## config.mk

```make
export PLATFORM = sky130hd
export DESIGN_NAME = dds_sweep_ctrl_flat
export DESIGN_NICKNAME = d
export VERILOG_FILES = /design/src/rtl/dds_sweep_ctrl_if.sv /design/src/rtl/dds_sweep_ctrl.sv /design/src/flat_wrapper.sv
export SDC_FILE = /design/constraint.sdc
export NUM_CORES = 1
export LEC_CHECK = 0
export CORE_MARGIN = 5
export CORE_UTILIZATION = 35
export CTS_CLUSTER_SIZE = 16
export DETAILED_ROUTE_END_ITERATION = 10
export PLACE_DENSITY = 0.56
export SLEW_MARGIN = 10
export SYNTH_ARGS = -nofsm -noshare
export SYNTH_HDL_FRONTEND = slang
export SYNTH_SLANG_ARGS = --single-unit
```

## constraint.sdc

```tcl
create_clock -name clk -period 5.27 [get_ports clk]
set_clock_uncertainty 0.05 [all_clocks]
set_input_delay 0.7905 -clock clk [delete_from_list [all_inputs] [get_ports clk]]
set_output_delay 0.7905 -clock clk [all_outputs]
set_load 0.02 [all_outputs]
```

## src/rtl/dds_sweep_ctrl_if.sv

```systemverilog
// dds_sweep_ctrl_if: host configuration/handshake and DDS drive signals of the sweep sequencer
interface dds_sweep_ctrl_if #(
   parameter int phase_width = 4,
   parameter int dwell_width = 16
);
   logic                   i_start;
   logic                   i_abort;
   logic [1:0]             i_mode;
   logic [phase_width-1:0] i_f_start;
   logic [phase_width-1:0] i_f_stop;
   logic [phase_width-1:0] i_f_step;
   logic [dwell_width-1:0] i_dwell;
   logic [1:0]             i_ctrl_in;
   logic [phase_width-1:0] o_phase_incr;
   logic [1:0]             o_control;
   logic                   o_busy;
   logic                   o_done;
   logic                   o_step_strobe;
   logic                   o_sweep_dir;
   modport master (
      output i_start, i_abort, i_mode, i_f_start, i_f_stop, i_f_step, i_dwell, i_ctrl_in,
      input  o_phase_incr, o_control, o_busy, o_done, o_step_strobe, o_sweep_dir
   );
   modport slave (
      input  i_start, i_abort, i_mode, i_f_start, i_f_stop, i_f_step, i_dwell, i_ctrl_in,
      output o_phase_incr, o_control, o_busy, o_done, o_step_strobe, o_sweep_dir
   );
endinterface

```

## src/rtl/dds_sweep_ctrl.sv

```systemverilog
// dds_sweep_ctrl: steps the DDS phase increment from start to stop with a per-value dwell
module dds_sweep_ctrl #(
   parameter int phase_width = 4,
   parameter int dwell_width = 16
) (
   input logic             clk,
   input logic             rst,
   dds_sweep_ctrl_if.slave bus
);
   localparam logic [0:0] ST_IDLE = 1'b0;
   localparam logic [0:0] ST_RUN  = 1'b1;
   logic [0:0]             r_state;
   logic [1:0]             r_mode;
   logic [phase_width-1:0] r_f_start;
   logic [phase_width-1:0] r_f_stop;
   logic [phase_width-1:0] r_step;
   logic [dwell_width-1:0] r_dwell;
   logic [phase_width-1:0] r_target;
   logic [dwell_width-1:0] r_cnt;
   logic [phase_width-1:0] r_incr;
   logic [1:0]             r_ctrl;
   logic                   r_dir;
   logic                   r_done;
   logic                   r_strobe;
   logic                   w_leg_end;
   logic                   w_tri;
   logic                   w_single;
   logic                   w_dir_nx;
   logic [phase_width-1:0] w_tgt_nx;
   logic [phase_width:0]   w_sum;
   logic [phase_width:0]   w_diff;
   logic [phase_width-1:0] w_up;
   logic [phase_width-1:0] w_dn;
   logic [phase_width-1:0] w_next;
   // next value toward the (possibly just swapped) leg target, clamped and computed one bit wider
   always_comb begin
      w_leg_end = r_incr == r_target;
      w_tri     = r_mode == 2'd2;
      w_single  = r_mode != 2'd1 && r_mode != 2'd2;
      w_tgt_nx  = (w_leg_end && w_tri) ? ((r_target == r_f_stop) ? r_f_start : r_f_stop) : r_target;
      w_dir_nx  = (w_leg_end && w_tri) ? ~r_dir : r_dir;
      w_sum     = {1'b0, r_incr} + {1'b0, r_step};
      w_diff    = {1'b0, r_incr} - {1'b0, r_step};
      w_up      = (w_sum > {1'b0, w_tgt_nx}) ? w_tgt_nx : w_sum[phase_width-1:0];
      w_dn      = (w_diff[phase_width] || w_diff < {1'b0, w_tgt_nx}) ? w_tgt_nx : w_diff[phase_width-1:0];
      w_next    = w_dir_nx ? w_dn : w_up;
   end
   // sweep sequencer: abort beats start, dwell countdown, leg-end handling per mode
   always_ff @(posedge clk) begin
      if (rst) begin
         r_state   <= ST_IDLE;
         r_mode    <= '0;
         r_f_start <= '0;
         r_f_stop  <= '0;
         r_step    <= '0;
         r_dwell   <= '0;
         r_target  <= '0;
         r_cnt     <= '0;
         r_incr    <= '0;
         r_ctrl    <= '0;
         r_dir     <= 1'b0;
         r_done    <= 1'b0;
         r_strobe  <= 1'b0;
      end else if (bus.i_abort) begin
         r_state  <= ST_IDLE;
         r_cnt    <= '0;
         r_incr   <= '0;
         r_ctrl   <= '0;
         r_dir    <= 1'b0;
         r_done   <= 1'b0;
         r_strobe <= 1'b0;
      end else if (r_state == ST_IDLE) begin
         r_done   <= 1'b0;
         r_strobe <= bus.i_start;
         if (bus.i_start) begin
            r_state   <= ST_RUN;
            r_mode    <= bus.i_mode;
            r_f_start <= bus.i_f_start;
            r_f_stop  <= bus.i_f_stop;
            r_step    <= (bus.i_f_step == '0) ? phase_width'(1) : bus.i_f_step;
            r_dwell   <= bus.i_dwell;
            r_target  <= bus.i_f_stop;
            r_cnt     <= bus.i_dwell;
            r_incr    <= bus.i_f_start;
            r_ctrl    <= bus.i_ctrl_in;
            r_dir     <= bus.i_f_stop < bus.i_f_start;
         end
      end else if (r_cnt != '0) begin
         r_cnt    <= r_cnt - dwell_width'(1);
         r_strobe <= 1'b0;
      end else if (w_leg_end && w_single) begin
         r_state  <= ST_IDLE;
         r_done   <= 1'b1;
         r_strobe <= 1'b0;
      end else begin
         r_strobe <= 1'b1;
         r_cnt    <= r_dwell;
         r_target <= w_tgt_nx;
         r_dir    <= w_dir_nx;
         r_incr   <= (w_leg_end && r_mode == 2'd1) ? r_f_start : w_next;
      end
   end
   assign bus.o_phase_incr  = r_incr;
   assign bus.o_control     = r_ctrl;
   assign bus.o_busy        = r_state == ST_RUN;
   assign bus.o_done        = r_done;
   assign bus.o_step_strobe = r_strobe;
   assign bus.o_sweep_dir   = r_dir;
endmodule

```

## src/flat_wrapper.sv

```systemverilog
// flat-port wrapper written by rule: the top's interface ports become plain ports
module dds_sweep_ctrl_flat 
#(
   parameter int phase_width = 4,
   parameter int dwell_width = 16
)
  (clk, rst, bus_i_start, bus_i_abort, bus_i_mode, bus_i_f_start, bus_i_f_stop, bus_i_f_step, bus_i_dwell, bus_i_ctrl_in, bus_o_phase_incr, bus_o_control, bus_o_busy, bus_o_done, bus_o_step_strobe, bus_o_sweep_dir);
  dds_sweep_ctrl_if #(.phase_width(phase_width), .dwell_width(dwell_width)) bus_i ();
  input logic clk;
  input logic rst;
  input wire logic [$bits(bus_i.i_start)-1:0] bus_i_start;
  input wire logic [$bits(bus_i.i_abort)-1:0] bus_i_abort;
  input wire logic [$bits(bus_i.i_mode)-1:0] bus_i_mode;
  input wire logic [$bits(bus_i.i_f_start)-1:0] bus_i_f_start;
  input wire logic [$bits(bus_i.i_f_stop)-1:0] bus_i_f_stop;
  input wire logic [$bits(bus_i.i_f_step)-1:0] bus_i_f_step;
  input wire logic [$bits(bus_i.i_dwell)-1:0] bus_i_dwell;
  input wire logic [$bits(bus_i.i_ctrl_in)-1:0] bus_i_ctrl_in;
  output wire logic [$bits(bus_i.o_phase_incr)-1:0] bus_o_phase_incr;
  output wire logic [$bits(bus_i.o_control)-1:0] bus_o_control;
  output wire logic [$bits(bus_i.o_busy)-1:0] bus_o_busy;
  output wire logic [$bits(bus_i.o_done)-1:0] bus_o_done;
  output wire logic [$bits(bus_i.o_step_strobe)-1:0] bus_o_step_strobe;
  output wire logic [$bits(bus_i.o_sweep_dir)-1:0] bus_o_sweep_dir;
  assign bus_i.i_start = bus_i_start;
  assign bus_i.i_abort = bus_i_abort;
  assign bus_i.i_mode = bus_i_mode;
  assign bus_i.i_f_start = bus_i_f_start;
  assign bus_i.i_f_stop = bus_i_f_stop;
  assign bus_i.i_f_step = bus_i_f_step;
  assign bus_i.i_dwell = bus_i_dwell;
  assign bus_i.i_ctrl_in = bus_i_ctrl_in;
  assign bus_o_phase_incr = bus_i.o_phase_incr;
  assign bus_o_control = bus_i.o_control;
  assign bus_o_busy = bus_i.o_busy;
  assign bus_o_done = bus_i.o_done;
  assign bus_o_step_strobe = bus_i.o_step_strobe;
  assign bus_o_sweep_dir = bus_i.o_sweep_dir;
  dds_sweep_ctrl #(.phase_width(phase_width), .dwell_width(dwell_width)) u_core (.clk(clk), .rst(rst), .bus(bus_i));
endmodule
```

Word-level counts from Yosys, hierarchy flattened
Index checks and enable logic that the tools add are counted.
Widths: inputs -> output; s select.
{"block": "word_totals", "register_bits": 60, "latchBits": 0, "mem_bits_rw": 0, "romBits": 0, "in_bits": 36, "out_inout_bits": 10, "word_cells": 78, "n_memories": 0}
{"block": "classes", "n_addsub": 3, "n_mul": 0, "div": 0, "order_cmp": 3, "eq_ne": 9, "shifts": 0, "n_mux": 30, "bitwise": 4, "reduce_logical": 16}
{"op": "$mux 16", "n": 4}
{"op": "$mux 4", "n": 15}
{"op": "$reduce_bool 16->1", "n": 1}
{"op": "$sub 16x1->16 const B", "n": 1}
{"op": "$mux 1", "n": 11}
{"op": "$eq 4x4->1", "n": 2}
{"op": "$ne 2x2->1 const B", "n": 3}
{"op": "$reduce_and 2->1", "n": 3}
{"op": "$reduce_and 3->1", "n": 2}
{"op": "$add 4x4->5", "n": 1}
{"op": "$gt 5x4->1", "n": 1}
{"op": "$lt 5x4->1", "n": 1}
{"op": "$sub 4x4->5", "n": 1}
{"op": "$logic_and 1x1->1", "n": 4}
{"op": "$logic_not 4->1", "n": 1}
{"op": "$lt 4x4->1", "n": 1}
{"op": "$not 1->1", "n": 4}
{"op": "$reduce_and 4->1", "n": 1}
{"op": "$ne 3x3->1 const B", "n": 1}
{"op": "$reduce_or 3->1", "n": 1}
{"op": "$eq 2x1->1 const B", "n": 1}
{"op": "$eq 2x2->1 const B", "n": 1}
{"op": "$ne 2x1->1 const B", "n": 1}
{"op": "$reduce_bool 2->1", "n": 1}
{"op": "other kinds (2)", "n": 2}

Depth between registers and ports, before layout
{"block": "logic_depth", "word_depth": 11, "ltp_mapped": 14, "depth_no_buf": 14}

Least setup slack after synthesis
OpenSTA, ideal clock, no wires.
{"block": "synth_path", "path_type": "reg2reg", "from": "register u_core.r_incr[1] (netlist: u_core.bus.o_phase_incr[1])", "to": "register u_core.r_incr[0] (netlist: u_core.bus.o_phase_incr[0])", "setup_time_ps": 86, "arrival_ps": 3151, "t_required_ps": 5134, "setup_slack_ps": 1983, "path_stages_with_launch": 13, "n_path_buf": 0, "synth_period_minus_slack_ps": 3287, "path_cell_list": "dfxtp_1 > xnor2_1 > and4_1 > nand2_1 > o21ai_0 > inv_1 > ha_1 > a21oi_1 > o21ai_0 > a211oi_1 > a221oi_1 > mux2_2 > a211oi_1"}
{"block": "synth_between", "elab_chain_cells": 11, "elab_cells_between_ends": 20, "classes_between": "add/sub: 2; order compare: 2; eq/ne: 2; mux: 9; reduce/logical: 5"}
{"item": "from (decl)", "line": "dds_sweep_ctrl.sv:20", "source": "logic [phase_width-1:0] r_incr;"}
{"item": "from (signal assigned)", "line": "dds_sweep_ctrl.sv:84", "source": "r_incr <= bus.i_f_start;"}
{"item": "from (signal assigned)", "line": "dds_sweep_ctrl.sv:100", "source": "r_incr <= (w_leg_end && r_mode == 2'd1) ? r_f_start : w_next;"}
{"item": "branches (longest 11 deep; another with $sub 4x4->5)"}
Several ways; the timed one is not identified. The select of a mux whose other input is x is not followed.
A chain may end at the register's enable or synchronous reset.

Worst setup path in the final report
{"block": "layout_path", "from": "register u_core.r_target[0]", "to": "register u_core.r_incr[0] (netlist: u_core.bus.o_phase_incr[0])"}
{"block": "layout_between", "elab_chain_cells": 11, "elab_cells_between_ends": 20, "classes_between": "order compare: 2; eq/ne: 3; mux: 10; reduce/logical: 5"}
{"item": "from (decl)", "line": "dds_sweep_ctrl.sv:18", "source": "logic [phase_width-1:0] r_target;"}
{"item": "from (signal assigned)", "line": "dds_sweep_ctrl.sv:82", "source": "r_target <= bus.i_f_stop;"}
{"item": "from (signal assigned)", "line": "dds_sweep_ctrl.sv:98", "source": "r_target <= w_tgt_nx;"}
{"item": "$eq 4x4->1, on equally long branches", "line": "dds_sweep_ctrl.sv:40, dds_sweep_ctrl.sv:37"}
{"item": "$mux 4 / $logic_and 1x1->1 (equally long branches)", "line": "dds_sweep_ctrl.sv:40, dds_sweep_ctrl.sv:41"}
{"item": "$mux 4", "line": "dds_sweep_ctrl.sv:40", "source": "w_tgt_nx = (w_leg_end && w_tri) ? ((r_target == r_f_stop) ? r_f_start : r_f_stop) : r_target;"}
{"item": "$lt 5x4->1", "line": "dds_sweep_ctrl.sv:45", "source": "w_dn = (w_diff[phase_width] || w_diff < {1'b0, w_tgt_nx}) ? w_tgt_nx : w_diff[phase_width-1:0];"}
{"item": "$logic_or 1x1->1", "line": "dds_sweep_ctrl.sv:45"}
{"item": "$mux 4", "line": "dds_sweep_ctrl.sv:45"}
{"item": "$mux 4", "line": "dds_sweep_ctrl.sv:46", "source": "w_next = w_dir_nx ? w_dn : w_up;"}
{"item": "$mux 4", "line": "dds_sweep_ctrl.sv:100"}
{"item": "$mux 4", "line": "dds_sweep_ctrl.sv:91", "source": "end else if (w_leg_end && w_single) begin"}
{"item": "$mux 4", "line": "dds_sweep_ctrl.sv:88", "source": "end else if (r_cnt != '0) begin"}
{"item": "$mux 4", "line": "dds_sweep_ctrl.sv:72", "source": "end else if (r_state == ST_IDLE) begin"}
Parallel ways exist; a longest one is shown, timed or not. The select of a mux whose other input is x is not followed.

==> summary.md <==
| Metric | Value |
|---|---|
| Crit end category | register |
| Crit Path Category | reg -> reg |
| H-tree depth | 3 |
| Rel. slew slack | 22.5% |
| WL per Instance | 16.0 um |
| Residual DRC count | 0 |
| Netlist cell types | 60 |
| Setup repair bufs after CTS | 0 |
| Final Hold Viols | 0 |
| Final ANT Viol Nets | 0 |
| Maximum capacitance violations | 0 |
| Setup-failing EPs final | 0 |
| Final period util | 73.9% |
| Via Count | 3578 |
| Post-DR vias/cell | 5.30 |
| Die Width | 116 um |
| Filler cells | 1116 |
| Sequential share of the synthesized area | 30.6% |
| Port Buffers | between 40 and 50 |
| Drt first pass iters | 4 |
| Synthesized flop and latch total | 60 |
| Post-cts gate resize count | 0 |
| Initial antenna violation count | 0 |
| Net count, final | about 590 |
| Global-route wire length before repair | 17400 um |
| Largest net degree at the start of global routing | 44 |
| Status | finished, final reports clean |
| Final Max Tran Viols | 0 |
| Post-route minimum period | 3.89 ns |
| CTS buffer count | 9 |
| Syn. warnings | 0 |
| VDD IR max | 0.000132 V |
| Initial core utilization | 36.0% |
| Vias in the first global route | 3515 |
| Die height | approximately 120 um |
| Root Buffer | clkbuf_8 |
| Syn_nets | 556 |
| Hold_buf cts | 0 |
| Worst slew pin tran | 1.16 ns |
| Hold Path Class | reg -> reg |
| Commonest non-fill, non-tap cell in the layout | nand2_1 |
| Critical path peak fanout | 6 |
| CTS Buffer Depth | 2 |
| Number of instances in the placed design | 661 |
| Post-Route WL | 10800 um |
| Skew-Pair Late Insertion Delay | ~0.33 ns |
| Final HPWL DP | between 8000 and 9000 um |
| ANT cells | 0 |
| GRT Total Usage | 16.5% |
| Leakage | 0.00174 uW |
| CTS tree | done |
| Startpoint class of the critical path | register |
| GR Overflow Total | 0 |
| Die area | 13400 um2 |
| Post-route insts no fill | 675 |
| Initial DRC Count | about 200 |
| Post-synth EDFFs | 0 |
| Fin Setup TNS | 0 ns |
| Power per standard cell area | approximately 280 nW/um2 |
| Post-synth top flop | dfxtp_1 |
| Syn avg cell area | 7.90 um2 |
| Final GP Congestion | 0.955 |
| Crit path DAT | about 4 ns |
| Mapped cell area | 3920 um2 |
| Synthesized instance count | 496 |
| Area occupied by multi-input gates | about 2500 um2 |
| Row count | 38 |
| FF/Latch Area | 1200 um2 |
| Area growth, synth to finish | 19.2% |
| Hold Slack | 0.404 ns |
| Commonest non-fill, non-tap cells in the layout | 74 x nand2_1, 62 x a21oi_1, 59 x dfxtp_1, 46 x nor2_1, 45 x clkdlybuf4s50_1 |
| FFs w/ async S/R, synth | 0% |
| Core area | 10900 um2 |
| IO Count | 46 |
| Share of cells above drive strength 1 | 8.60% |
| Req. time, crit path | 5.47 ns |
| Clock sinks | 60 |
| RSZ-0062 raised after global routing | no |
| Fmax | ~260 MHz |
| Worst-path clk slew | 0.07 ns |
-- through the flow --
stage / power [uW] / cell area [um2] / util (%) / setup slack (ns)
after floorplan: 797 / 3920 / - / 1.98
after global placement: 907 / 4480 / 41.2 / 1.61
after detailed placement: 908 / 4480 / 41.2 / 1.44
after CTS: 1330 / 4670 / 42.9 / 1.41
after global routing: 1400 / 4670 / 42.9 / 1.15
final: 1320 / 4670 / 42.9 / 1.38
-- path summary, 6_finish.rpt --
path | startpoint | to | slack, ns | cells after the start
hold reg to reg | u_core.r_dwell[3] | u_core.r_dwell[3] | 0.40 | 2
setup / recovery | u_core.r_target[0] | u_core.bus.o_phase_incr[0] | 1.38 | 12
hold / removal | u_core.r_dwell[3] | u_core.r_dwell[3] | 0.40 | 2
setup reg to reg | u_core.r_target[0] | u_core.bus.o_phase_incr[0] | 1.38 | 12
-- cell families (layout without fill, tap and decap cells) --
family                   after synthesis  count (layout)  share of synthesized area, %
adder cells (fa/ha/maj)               24              24                          8.04
AND/OR/NAND/NOR                      174             174                          20.9
AO/OA/AOI/OAI                        134             134                          23.0
multiplexers                          26              26                          6.70
buffers and inverters                 55              94                          5.62
flip-flops                            60              60                          30.6
XOR/XNOR                              23              23                          5.14
-- final cells by class --
cell class	count	share of cell area, %
multi-input combinational	381	53.5
sequential	60	25.7
timing repair buffer	51	10.6
tap	140	3.75
clock buffer	12	3.32
inverter	29	2.33
clock inverter	2	0.750
-- worst max-delay path, stage by stage (launching register included) --
cell and delay (ns):
dfxtp_1 0.46, xnor2_1 0.20, and4_1 0.32, nand2_1 0.17, o21ai_0 0.41, inv_1 0.17, ha_1 0.34, a21oi_1 0.14
o21ai_0 0.12, a211oi_1 0.67, a221oi_1 0.25, mux2_2 0.32, a211oi_1 0.21
-- cell usage after synthesis (4+ instances only) --
cell / n / area [um2]
a211oi_1: 5 / 37.5
a211oi_2: 9 / 113
a21oi_1: 62 / 310
buf_2: 5 / 25.0
clkbuf_1: 20 / 75.1
dfxtp_1: 60 / 1200
ha_1: 22 / 275
inv_1: 29 / 109
mux2i_1: 24 / 240
nand2_1: 74 / 278
nand2b_1: 5 / 31.3
nor2_1: 47 / 176
nor2b_1: 4 / 25.0
nor3_1: 8 / 40.0
nor4_1: 4 / 25.0
o21ai_0: 14 / 70.1
o21ai_1: 7 / 35.0
o22ai_1: 4 / 25.0
xnor2_1: 16 / 140
xor2_1: 7 / 61.3
-- power by group --
group	total [uW]	leakage (uW)	internal, uW	switching (uW)
Combinational	399	0.00115	172	227
Sequential	501	0.000491	477	24.4
Clock	421	0.0000983	239	182
Total	1320	0.00174	888	434
-- state kept, by name (all words and copies together) (netlist names) --
register and flops:
u_core.r_f_start 4, u_core.bus.o_sweep_dir 1, u_core.r_step 4, u_core.r_cnt 16, u_core.r_f_stop 4, u_core.bus.o_phase_incr 4, u_core.bus.o_busy 1, u_core.r_target 4
u_core.bus.o_done 1, u_core.r_mode 2, u_core.r_dwell 16, u_core.bus.o_control 2, u_core.bus.o_step_strobe 1
-- per-layer routing --
metal | track usage [%] | up-vias | wire length [um]
met4 | 4.80 | 0 | 164
met1 | 20.6 | 1661 | 4950
met2 | 28.7 | 90 | 5280
met5 | 0 | - | 0
li1 | - | 1813 | -
met3 | 3.24 | 14 | 427
(Power assumes the default switching activity.)
